**config.mk**
```make
export PLATFORM = sky130hd
export DESIGN_NAME = parking_system_ctrl
export DESIGN_NICKNAME = d
export VERILOG_FILES = /design/src/rtl/parking_pkg.sv /design/src/rtl/parking_seg_decode.sv /design/src/rtl/parking_system_ctrl.sv
export SDC_FILE = /design/constraint.sdc
export NUM_CORES = 1
export LEC_CHECK = 0
export BUFFER_PORTS_ARGS = -buffer_cell sky130_fd_sc_hd__buf_4
export CORE_MARGIN = 3
export CORE_UTILIZATION = 35
export CTS_CLUSTER_SIZE = 14
export DETAILED_ROUTE_END_ITERATION = 7
export SLEW_MARGIN = 20
export SYNTH_ARGS = -nofsm -noshare
export SYNTH_HDL_FRONTEND = slang
export SYNTH_SLANG_ARGS = --single-unit
```
**constraint.sdc**
```tcl
create_clock -name clk -period 1.5 [get_ports clk]
set_input_delay 0.375 -clock clk [delete_from_list [all_inputs] [get_ports clk]]
set_output_delay 0.375 -clock clk [all_outputs]
set_load 0.03 [all_outputs]
```
**src/rtl/parking_pkg.sv**
```systemverilog
// Shared definitions for the car-park entry controller.
//   state_t       : controller state encoding
//   SEG_*         : active-low 7-segment glyphs, bit order {g,f,e,d,c,b,a}
//   PASS*_DEFAULT : factory password digits
package parking_pkg;

  typedef enum logic [2:0] {
    IDLE          = 3'd0,
    WAIT_PASSWORD = 3'd1,
    WRONG_PASS    = 3'd2,
    RIGHT_PASS    = 3'd3,
    STOP          = 3'd4
  } state_t;

  localparam logic [6:0] SEG_BLANK = 7'b1111111;
  localparam logic [6:0] SEG_E     = 7'b0000110;
  localparam logic [6:0] SEG_N     = 7'b0101011;
  localparam logic [6:0] SEG_G     = 7'b0000010;
  localparam logic [6:0] SEG_O     = 7'b1000000;
  localparam logic [6:0] SEG_S     = 7'b0010010;
  localparam logic [6:0] SEG_P     = 7'b0001100;

  localparam logic [1:0] PASS1_DEFAULT = 2'b01;
  localparam logic [1:0] PASS2_DEFAULT = 2'b10;

endpackage

```
**src/rtl/parking_seg_decode.sv**
```systemverilog
// Combinational state-to-display lookup for the two gate digits.
// Ports:
//   state : current controller state
//   hex_1 : left digit, active-low segments {g,f,e,d,c,b,a}
//   hex_2 : right digit, same encoding
module parking_seg_decode
  import parking_pkg::*;
(
  input  state_t     state,
  output logic [6:0] hex_1,
  output logic [6:0] hex_2
);

  always_comb begin
    hex_1 = SEG_BLANK;
    hex_2 = SEG_BLANK;
    case (state)
      WAIT_PASSWORD: begin hex_1 = SEG_E; hex_2 = SEG_N; end
      WRONG_PASS:    begin hex_1 = SEG_E; hex_2 = SEG_E; end
      RIGHT_PASS:    begin hex_1 = SEG_G; hex_2 = SEG_O; end
      STOP:          begin hex_1 = SEG_S; hex_2 = SEG_P; end
      default:       begin hex_1 = SEG_BLANK; hex_2 = SEG_BLANK; end
    endcase
  end

endmodule

```
**src/rtl/parking_system_ctrl.sv**
```systemverilog
// Password-gated car-park entry controller.
// A car at the entrance opens a WAIT_CYCLES-long password window; the
// password decides between "GO" (green) and "EE" (red). A second car at
// the entrance while the gate is open forces "SP" until the password is
// re-entered.
// Ports:
//   clk             : system clock, rising edge
//   reset_n         : asynchronous reset, ACTIVE-HIGH despite the name
//   sensor_entrance : car present at entrance
//   sensor_exit     : car present at exit
//   password_1/2    : 2-bit password digits
//   GREEN_LED       : gate-open indicator (registered)
//   RED_LED         : gate-closed/error indicator (registered)
//   HEX_1/HEX_2     : active-low 7-segment digits {g,f,e,d,c,b,a} (registered)
// Build option:
//   PARKING_LED_BLINK_EN : when defined the active LED toggles every cycle
//                          in WRONG_PASS/RIGHT_PASS/STOP; otherwise it is
//                          held steady at 1.
module parking_system_ctrl
  import parking_pkg::*;
#(
  parameter int unsigned WAIT_CYCLES = 4,
  parameter logic [1:0]  PASS1       = PASS1_DEFAULT,
  parameter logic [1:0]  PASS2       = PASS2_DEFAULT
) (
  input  logic       clk,
  input  logic       reset_n,
  input  logic       sensor_entrance,
  input  logic       sensor_exit,
  input  logic [1:0] password_1,
  input  logic [1:0] password_2,
  output logic       GREEN_LED,
  output logic       RED_LED,
  output logic [6:0] HEX_1,
  output logic [6:0] HEX_2
);

  localparam int unsigned CW = $clog2(WAIT_CYCLES) + 1;
  localparam logic [CW-1:0] LAST = CW'(WAIT_CYCLES - 1);

  state_t        state;
  state_t        state_nxt;
  logic [CW-1:0] wait_cnt;
  logic          pass_ok;
  logic          green_nxt;
  logic          red_nxt;
  logic          blink_green;
  logic          blink_red;
  logic [6:0]    hex_1_nxt;
  logic [6:0]    hex_2_nxt;

  always_comb pass_ok = (password_1 == PASS1) && (password_2 == PASS2);

  always_comb begin
    state_nxt = IDLE;
    case (state)
      IDLE:          state_nxt = sensor_entrance ? WAIT_PASSWORD : IDLE;
      WAIT_PASSWORD: begin
        if (wait_cnt == LAST) state_nxt = pass_ok ? RIGHT_PASS : WRONG_PASS;
        else                  state_nxt = WAIT_PASSWORD;
      end
      WRONG_PASS:    state_nxt = pass_ok ? RIGHT_PASS : WRONG_PASS;
      RIGHT_PASS: begin
        if (sensor_entrance && sensor_exit) state_nxt = STOP;
        else if (sensor_exit)               state_nxt = IDLE;
        else                                state_nxt = RIGHT_PASS;
      end
      STOP:          state_nxt = pass_ok ? RIGHT_PASS : STOP;
      default:       state_nxt = IDLE;
    endcase
  end

  always_ff @(posedge clk or posedge reset_n) begin
    if (reset_n) state <= IDLE;
    else         state <= state_nxt;
  end

  // Cleared outside WAIT_PASSWORD, so it always starts at 0 on entry.
  always_ff @(posedge clk or posedge reset_n) begin
    if (reset_n) begin
      wait_cnt <= '0;
    end else if (state == WAIT_PASSWORD) begin
      if (wait_cnt != LAST) wait_cnt <= wait_cnt + CW'(1);
    end else begin
      wait_cnt <= '0;
    end
  end

`ifdef PARKING_LED_BLINK_EN
  // shown_state is the state the outputs currently display; a mismatch
  // with state marks the first output cycle after entry, where the
  // blink phase restarts at 1.
  state_t shown_state;
  logic   entered;

  always_ff @(posedge clk or posedge reset_n) begin
    if (reset_n) shown_state <= IDLE;
    else         shown_state <= state;
  end

  always_comb begin
    entered     = (state != shown_state);
    blink_green = entered ? 1'b1 : ~GREEN_LED;
    blink_red   = entered ? 1'b1 : ~RED_LED;
  end
`else
  always_comb begin
    blink_green = 1'b1;
    blink_red   = 1'b1;
  end
`endif

  always_comb begin
    green_nxt = 1'b0;
    red_nxt   = 1'b0;
    case (state)
      WAIT_PASSWORD:    red_nxt   = 1'b1;
      WRONG_PASS, STOP: red_nxt   = blink_red;
      RIGHT_PASS:       green_nxt = blink_green;
      default: begin
        green_nxt = 1'b0;
        red_nxt   = 1'b0;
      end
    endcase
  end

  parking_seg_decode u_seg (
    .state (state),
    .hex_1 (hex_1_nxt),
    .hex_2 (hex_2_nxt)
  );

  always_ff @(posedge clk or posedge reset_n) begin
    if (reset_n) begin
      GREEN_LED <= 1'b0;
      RED_LED   <= 1'b0;
      HEX_1     <= SEG_BLANK;
      HEX_2     <= SEG_BLANK;
    end else begin
      GREEN_LED <= green_nxt;
      RED_LED   <= red_nxt;
      HEX_1     <= hex_1_nxt;
      HEX_2     <= hex_2_nxt;
    end
  end

endmodule

```
# Word level (Yosys, flattened, before mapping)
# Index checks and enable logic that the tools add are counted.
dict set report op_classes {
  add_sub_neg 1
  n_eq_ne 9
  mux 13
  reduce_logical 5
}
# operator n
set op_table {}
lappend op_table {{$pmux W7 S4} 1}
lappend op_table {{$pmux W7 S3} 1}
lappend op_table {{$pmux W3 S5} 1}
lappend op_table {{$mux W3} 4}
lappend op_table {{$eq A3 B2 Y1 const B} 3}
lappend op_table {{$mux W1} 4}
lappend op_table {{$mux W2} 2}
lappend op_table {{$add A3 B1 Y3 const B} 1}
lappend op_table {{$eq A3 B1 Y1 const B} 1}
lappend op_table {{$eq A3 B3 Y1 const B} 1}
lappend op_table {{$logic_not A3 Y1} 1}
lappend op_table {{$ne A3 B2 Y1 const B} 1}
lappend op_table {{$reduce_or A3 Y1} 1}
lappend op_table {{$eq A2 B1 Y1 const B} 1}
lappend op_table {{$eq A2 B2 Y1 const B} 1}
lappend op_table {{$logic_and A1 B1 Y1} 2}
lappend op_table {{$ne A2 B1 Y1 const B} 1}
lappend op_table {{$reduce_or A2 Y1} 1}
dict set report word_totals {
  reg_bits 22
  in_bits 8
  wordCells 34
}

# Logic depth before layout (Yosys ltp)
# Gate-level depths: netlist (run 1).
dict set report depth {
  word_depth 5
  depth_mapped 5
  depth_no_buf 5
}

# Hierarchy
# A second synthesis (run 1) with hierarchy kept.
dict set report hier_totals {
  cells_unflattened 76
  area_unflattened_um2 960.9
}
# mod instances cells_per_inst area_each_um2 seq_area_each_um2
set by_module_without_submodules {}
lappend by_module_without_submodules {parking_system_ctrl 1 57 828.3 568.0}
lappend by_module_without_submodules {parking_seg_decode 1 19 132.6 0.0}

# Least setup slack after synthesis (run 1)
# No wires, ideal clock.
dict set report synth_timing {
  path_type {reg2reg}
  start {register wait_cnt[0]}
  end {register state[0]}
  setup_time_ns 0.086
  t_arrival_ns 1.294
  required_time_ns 1.414
  path_slack_ns 0.120
  stages_incl_launch_ff 6
  n_path_buf 0
  path_cell_list {dfrtp_1 -> ha_1 -> ha_1 -> a211o_1 -> a2bb2oi_1 -> o221ai_2}
}
dict set report synth_via {
  elab_chain_cells 3
}
# element line_no
set synth_rtl {}
lappend synth_rtl {{start: declaration} parking_system_ctrl.sv:43} ;# logic [CW-1:0] wait_cnt;
lappend synth_rtl {{start signal: assignment} parking_system_ctrl.sv:83} ;# if (wait_cnt != LAST) wait_cnt <= wait_cnt + CW'(1);
lappend synth_rtl {{$eq A3 B2 Y1} parking_system_ctrl.sv:59} ;# if (wait_cnt == LAST) state_nxt = pass_ok ? RIGHT_PASS : WRONG_PASS;
lappend synth_rtl {{$mux W2} parking_system_ctrl.sv:59}
lappend synth_rtl {{$pmux W3 S5} parking_system_ctrl.sv:56} ;# case (state)
lappend synth_rtl {{named net state_nxt[0]} parking_system_ctrl.sv:42} ;# state_t state_nxt;
lappend synth_rtl {{end signal: assignment} parking_system_ctrl.sv:75} ;# else state <= state_nxt;
lappend synth_rtl {{end: declaration} parking_system_ctrl.sv:41} ;# state_t state;
# The timed path passes the listed nets, and every way through them passes these cells.
# A chain may end at the register's enable or synchronous reset.

==> results.sh, run 1 <==
export IMPL_core_area_sq_um=2000
export IMPL_critPathLaunchType="register"
export IMPL_fin_setup_tns_ns=0
export IMPL_p_leak_nw=0.446
export IMPL_cts_buffers=3
export IMPL_fmax_ghz=0.720
export IMPL_viasPerCell=4.37
export IMPL_cts_htree_levels=1
export IMPL_ys_types=28
export IMPL_grt_pass1_vias=430
export IMPL_hold_buffers=0
export IMPL_drc_errors=0
export IMPL_first_pass_iters=4
export IMPL_cap_viol_max_count=0
export IMPL_yosysSeqAreaShare_pct=51.3
export IMPL_fp_dieW_microns=52.3
export IMPL_period_needed_ns=1.39
export IMPL_drt_wirelength_per_cell_microns=10.4
export IMPL_arrival_ns=1.01
export IMPL_synth_fp_nets=77
export IMPL_num_antenna_cells=0
export IMPL_finalSetupViolations=0
export IMPL_avgSynthCellArea_sq_um=11.2
export IMPL_maxSlewViolCount=0
export IMPL_dr_total_vias=485
export IMPL_grt_usage_pct=9.98
export IMPL_ioPinCount=24
export IMPL_rows=16
export IMPL_finalPower_mw=2.01
export IMPL_antenna_found_initial=0
export IMPL_areaGrowthSynthToFinish_pct=21.5
export IMPL_cp_buffers_inverters=1
export IMPL_grt_ovfl_total=0
export IMPL_hold_path_class="in2async"
export IMPL_path_cells="buf_4"
export IMPL_cts_path_max_buffers=2
export IMPL_initial_utilization_pct=37.4
export IMPL_hold_violations=0
export IMPL_place_gp_congestion=0.790
export IMPL_critPathCaptureType="primary output"
export IMPL_final_nets=95
export IMPL_ys_warn_count=0
export IMPL_die_h_microns=52.3
export IMPL_dp_hpwl_microns=900
export IMPL_status="complete, no violations"
export IMPL_synth_seq_cells=15
export IMPL_cts_tree="done"
export IMPL_slew_headroom_pct=62.4
export IMPL_cts_sinks=15
export IMPL_cts_clk_slew_worst_paths_ns=0.09
export IMPL_rsz0062_at_grt="no"
export IMPL_layout_drive_gt1_share_pct=46.4
export IMPL_grt_max_degree=16
export IMPL_final_util_pct=45.5
export IMPL_io_buffers=22
export IMPL_worst_slew_pin_slew_ns=0.563
export IMPL_ctsResizeCount=0
export IMPL_syn_inst=67
export IMPL_worstPathRequired_ns=1.12
export IMPL_max_stage_delay_ns=0.57
export IMPL_cp_top_family="flip-flops"
export IMPL_worstSkewPairLatency_ns=0.28
export IMPL_ant_nets=0
export IMPL_clk_root_buffer_cell="clkbuf_4"
export IMPL_critPathMaxFanout=5
export IMPL_initialDrtViolationCount=5
export IMPL_fillers=200
export IMPL_worstSetupPathType="reg2out"
export IMPL_grt_pass1_wl_microns=1920
export IMPL_powerDensity_nw_per_um2=2210
export IMPL_postCtsSetupRepairBufs=0
export IMPL_worst_path_max_delay_cell="dfstp_2"
export IMPL_post_route_period_util_pct=92.7
export IMPL_max_vdd_ir_drop_mv=0.934
export IMPL_fin_skew_ns=0.00161
export IMPL_routed_wl_microns=1160
export IMPL_syn_area_sq_um=749
export IMPL_dieArea_sq_um=2730
[report_power, final]
part | internal, mW | switching (mW) | total, mW
clock | 0.0990 | 0.132 | 0.231
sequential | 0.620 | 0.127 | 0.746
combinational | 0.423 | 0.608 | 1.03
total | 1.14 | 0.867 | 2.01
[Yosys cell counts]
master,count,area share [%]
a211o_1,1,1.2
and3b_1,1,1.2
buf_4,9,9.0
nor2_1,8,4.0
dfstp_2,7,25
buf_2,1,0.67
o221ai_2,1,2.0
nor2b_1,2,1.7
a21oi_1,2,1.3
nand4_1,1,0.84
mux2_2,1,1.5
o21a_1,1,1.0
mux2i_1,1,1.3
dfrtp_1,8,27
o22ai_1,1,0.84
o21ai_0,2,1.3
conb_1,1,0.50
and4bb_2,1,1.7
nand2b_1,1,0.84
inv_1,5,2.5
nor3b_1,1,1.0
nand4bb_4,1,3.7
a2bb2oi_1,1,1.2
or2_2,1,0.84
nand2_1,2,1.0
xor2_1,3,3.5
and2_1,1,0.84
ha_1,2,3.3
[layer usage]
| layer | track usage (%) | vias up | wire length, microns |
|---|---|---|---|
| li1 | - | 247 | - |
| met1 | 12.9 | 221 | 554 |
| met2 | 14.0 | 17 | 533 |
| met3 | 2.56 | 0 | 70 |
| met4 | 7.66 | 0 | 0 |
| met5 | 0 | - | 0 |
[stage by stage]
step                      hold slack, ns  area [sq um]  instances  worst slack (ns)
final                              0.139           911        111             0.110
after global routing               0.167           911        111            0.0504
after CTS                          0.151           911        111            0.0959
after detailed placement           0.467           883        107             0.139
after global placement             0.460           883        107             0.161
after floorplan                    0.271           749         67             0.120
[placed cells by master (no fill, tap or decap), types with 2 or more instances in the layout]
cell type and n:
dfrtp_1 8, nand2_1 2, clkbuf_4 3, dfstp_2 7, a21oi_1 2, buf_4 23, xor2_1 3, inv_1 5
nor2b_1 2, nor2_1 8, o21ai_0 2, ha_1 2
[registers in the layout, indices dropped and copies added, names as in the netlist]
register / cells
GREEN_LED: 1
HEX_1: 1
HEX_2: 6
RED_LED: 1
state: 3
wait_cnt: 3
[kinds of logic (layout without fill, tap and decap cells)]
| logic type | after synthesis | in the layout | synth area share [%] |
|---|---|---|---|
| adder cells (fa/ha/maj) | 2 | 2 | 3.34 |
| other | 1 | 1 | 0.500 |
| AO/OA/AOI/OAI | 9 | 9 | 8.85 |
| AND/OR/NAND/NOR | 20 | 20 | 17.5 |
| flip-flops | 15 | 15 | 51.3 |
| multiplexers | 2 | 2 | 2.84 |
| XOR/XNOR | 3 | 3 | 3.51 |
| buffers and inverters | 15 | 32 | 12.2 |
[final timing paths]
path | from | to | slack (ns) | depth (start not counted)
min in group clk | sensor_entrance | state[2] | 0.38 | 3
setup / recovery | HEX_2[4] | HEX_1[5] | 0.11 | 1
hold reg to reg | wait_cnt[2] | wait_cnt[2] | 0.53 | 2
hold / removal | reset_n | GREEN_LED | 0.14 | 2
setup reg to reg | wait_cnt[0] | state[0] | 0.12 | 5
max in group asynchronous | reset_n | HEX_2[4] | 0.99 | 2
[final cells by class]
type | instances | area [sq um] | share of cell area [%]
timing repair buffer | 23 | 173 | 19.0
multi-input combinational | 37 | 274 | 30.1
clock buffer | 3 | 22.5 | 2.47
inverter | 5 | 18.8 | 2.06
tap | 27 | 33.8 | 3.71
sequential | 15 | 384 | 42.2
clock inverter | 1 | 5.00 | 0.549
Power figures use the tool's default switching activity.
==> inputs of run 2 (changes only) <==
==> constraint.sdc (replaced) <==
create_clock -name clk -period 1.72 [get_ports clk]
set_input_delay 0.344 -clock clk [delete_from_list [all_inputs] [get_ports clk]]
set_output_delay 0.344 -clock clk [all_outputs]
set_load 0.03 [all_outputs]
==> run 2 against run 1 <==
Routed wire length down 0.61%. Largest power group unchanged. Via count shrank 2.1%. Total power is 14% lower. Register-to-register slack better by 0.14 ns. Largest cell class unchanged. Final cell count down 0.90%. Highest routed layer unchanged. Non-clock buffer count down 1.
==> results.sh, run 2 (synthesis gave the netlist of run 1 again) <==
export IMPL_status="complete, no violations"
export IMPL_path_cells="ha_1 > ha_1 > a211o_1 > a2bb2oi_1 > o221ai_2"
export IMPL_mostFrequentLayoutCells="22 x buf_4, 8 x dfrtp_1, 8 x nor2_1"
export IMPL_r2r_cells=5
export IMPL_fin_skew_ns=0.00352
export IMPL_grt_pass1_wl_microns=1920
export IMPL_period_needed_ns=1.46
export IMPL_worstSetupPathType="reg2reg"
export IMPL_critPathCaptureType="register"
export IMPL_grt_max_degree=16
export IMPL_p_leak_nw=0.441
export IMPL_areaGrowthSynthToFinish_pct=20.5
export IMPL_finalSetupViolations=0
export IMPL_slew_headroom_pct=63.6
export IMPL_cts_htree_levels=1
export IMPL_crit_path_frequent_cell="ha_1"
export IMPL_max_stage_delay_ns=0.40
export IMPL_arrival_ns=1.66
export IMPL_worstSkewPairLatency_ns=0.28
export IMPL_postCtsSetupRepairBufs=0
export IMPL_worst_path_max_delay_cell="dfrtp_1"
export IMPL_rsz0062_at_grt="no"
export IMPL_fin_setup_tns_ns=0
export IMPL_clk_root_buffer_cell="clkbuf_4"
export IMPL_rows=16
export IMPL_cts_sinks=15
export IMPL_fin_hold_ws_ns=0.104
export IMPL_die_h_microns=52.3
export IMPL_fmax_ghz=0.686
export IMPL_placed_cells=106
export IMPL_initial_utilization_pct=37.4
export IMPL_first_pass_iters=4
export IMPL_r2r_start="wait_cnt[0]"
export IMPL_cts_path_max_buffers=2
export IMPL_critPathMaxFanout=6
export IMPL_cp_top_family="compound AO/OA/AOI/OAI gates"
export IMPL_max_vdd_ir_drop_mv=0.746
export IMPL_crit_path_start="wait_cnt[0]"
export IMPL_largest_register_ffs=6
export IMPL_final_common_cell="buf_4"
export IMPL_cts_buffers=3
export IMPL_worst_slew_pin_slew_ns=0.546
export IMPL_cts_clk_slew_worst_paths_ns=0.09
export IMPL_maxSlewViolCount=0
export IMPL_hold_violations=0
export IMPL_final_util_pct=45.1
export IMPL_top_register="HEX_2"
export IMPL_ant_nets=0
export IMPL_antenna_found_initial=0
export IMPL_drc_errors=0
export IMPL_powerDensity_nw_per_um2=1920
export IMPL_ioPinCount=24
export IMPL_finalPower_mw=1.74
export IMPL_grt_ovfl_total=0
export IMPL_dpl_cell_area_sq_um=876
export IMPL_worstPathRequired_ns=1.92
export IMPL_instances_no_fill=110
export IMPL_hold_path_class="in2async"
export IMPL_ctsResizeCount=0
export IMPL_io_buffers=22
export IMPL_routed_wl_microns=1150
export IMPL_crit_cells=5
export IMPL_num_antenna_cells=0
export IMPL_final_nets=94
export IMPL_cp_buffers_inverters=0
export IMPL_pre_cts_ws_ns=0.267
export IMPL_viasPerCell=4.32
export IMPL_setup_slack_ns=0.262
export IMPL_dieArea_sq_um=2730
export IMPL_place_gp_congestion=0.785
export IMPL_dp_hpwl_microns=923
export IMPL_drt_wirelength_per_cell_microns=10.5
export IMPL_post_route_period_util_pct=84.8
export IMPL_hold_buffers=0
export IMPL_cts_tree="done"
export IMPL_dr_total_vias=475
export IMPL_grt_pass1_vias=425
export IMPL_reg_top3="HEX_2: 6 flops, state: 3 flops, wait_cnt: 3 flops"
export IMPL_critPathLaunchType="register"
export IMPL_initialDrtViolationCount=5
export IMPL_grt_usage_pct=9.57
export IMPL_cap_viol_max_count=0
export IMPL_core_area_sq_um=2000
export IMPL_fp_dieW_microns=52.3
export IMPL_layout_drive_gt1_share_pct=45.8
export IMPL_design_area_sq_um=903
-- run 2: report_power, final --
part / leakage, nW / switching, mW / internal [mW] / total [mW]
sequential: 0.174 / 0.109 / 0.540 / 0.650
clock: 0.0177 / 0.106 / 0.0862 / 0.193
combinational: 0.249 / 0.529 / 0.363 / 0.893
total: 0.441 / 0.745 / 0.990 / 1.74
-- run 2: final cells by class --
class | count | area (sq um)
fill | 194 | 1100
sequential | 15 | 384
tap | 27 | 33.8
inverter | 5 | 18.8
timing repair buffer | 22 | 165
clock inverter | 1 | 5.00
multi-input combinational | 37 | 274
clock buffer | 3 | 22.5
-- run 2: path summary, 6_finish.rpt --
path / to / slack [ns]
min in group clk: state[2] / 0.36
worst max register to register: state[0] / 0.26
worst max-delay path: state[0] / 0.26
worst min register to register: wait_cnt[2] / 0.55
worst min-delay path: GREEN_LED / 0.10
max in group asynchronous: HEX_1[4] / 1.24
-- run 2: worst reg2reg max path, delay by kind of cell, from the launching register on --
| kind | cells | cell delay [ns] |
|---|---|---|
| compound gates | 3 | 0.51 |
| fa+ha+maj | 2 | 0.47 |
| flops | 1 | 0.40 |
-- run 2: metal layers --
layer	share of wire (%)	track usage (%)
met5	0	0
met3	8.0	3.70
met2	48	15.3
met4	0	2.55
met1	44	12.1
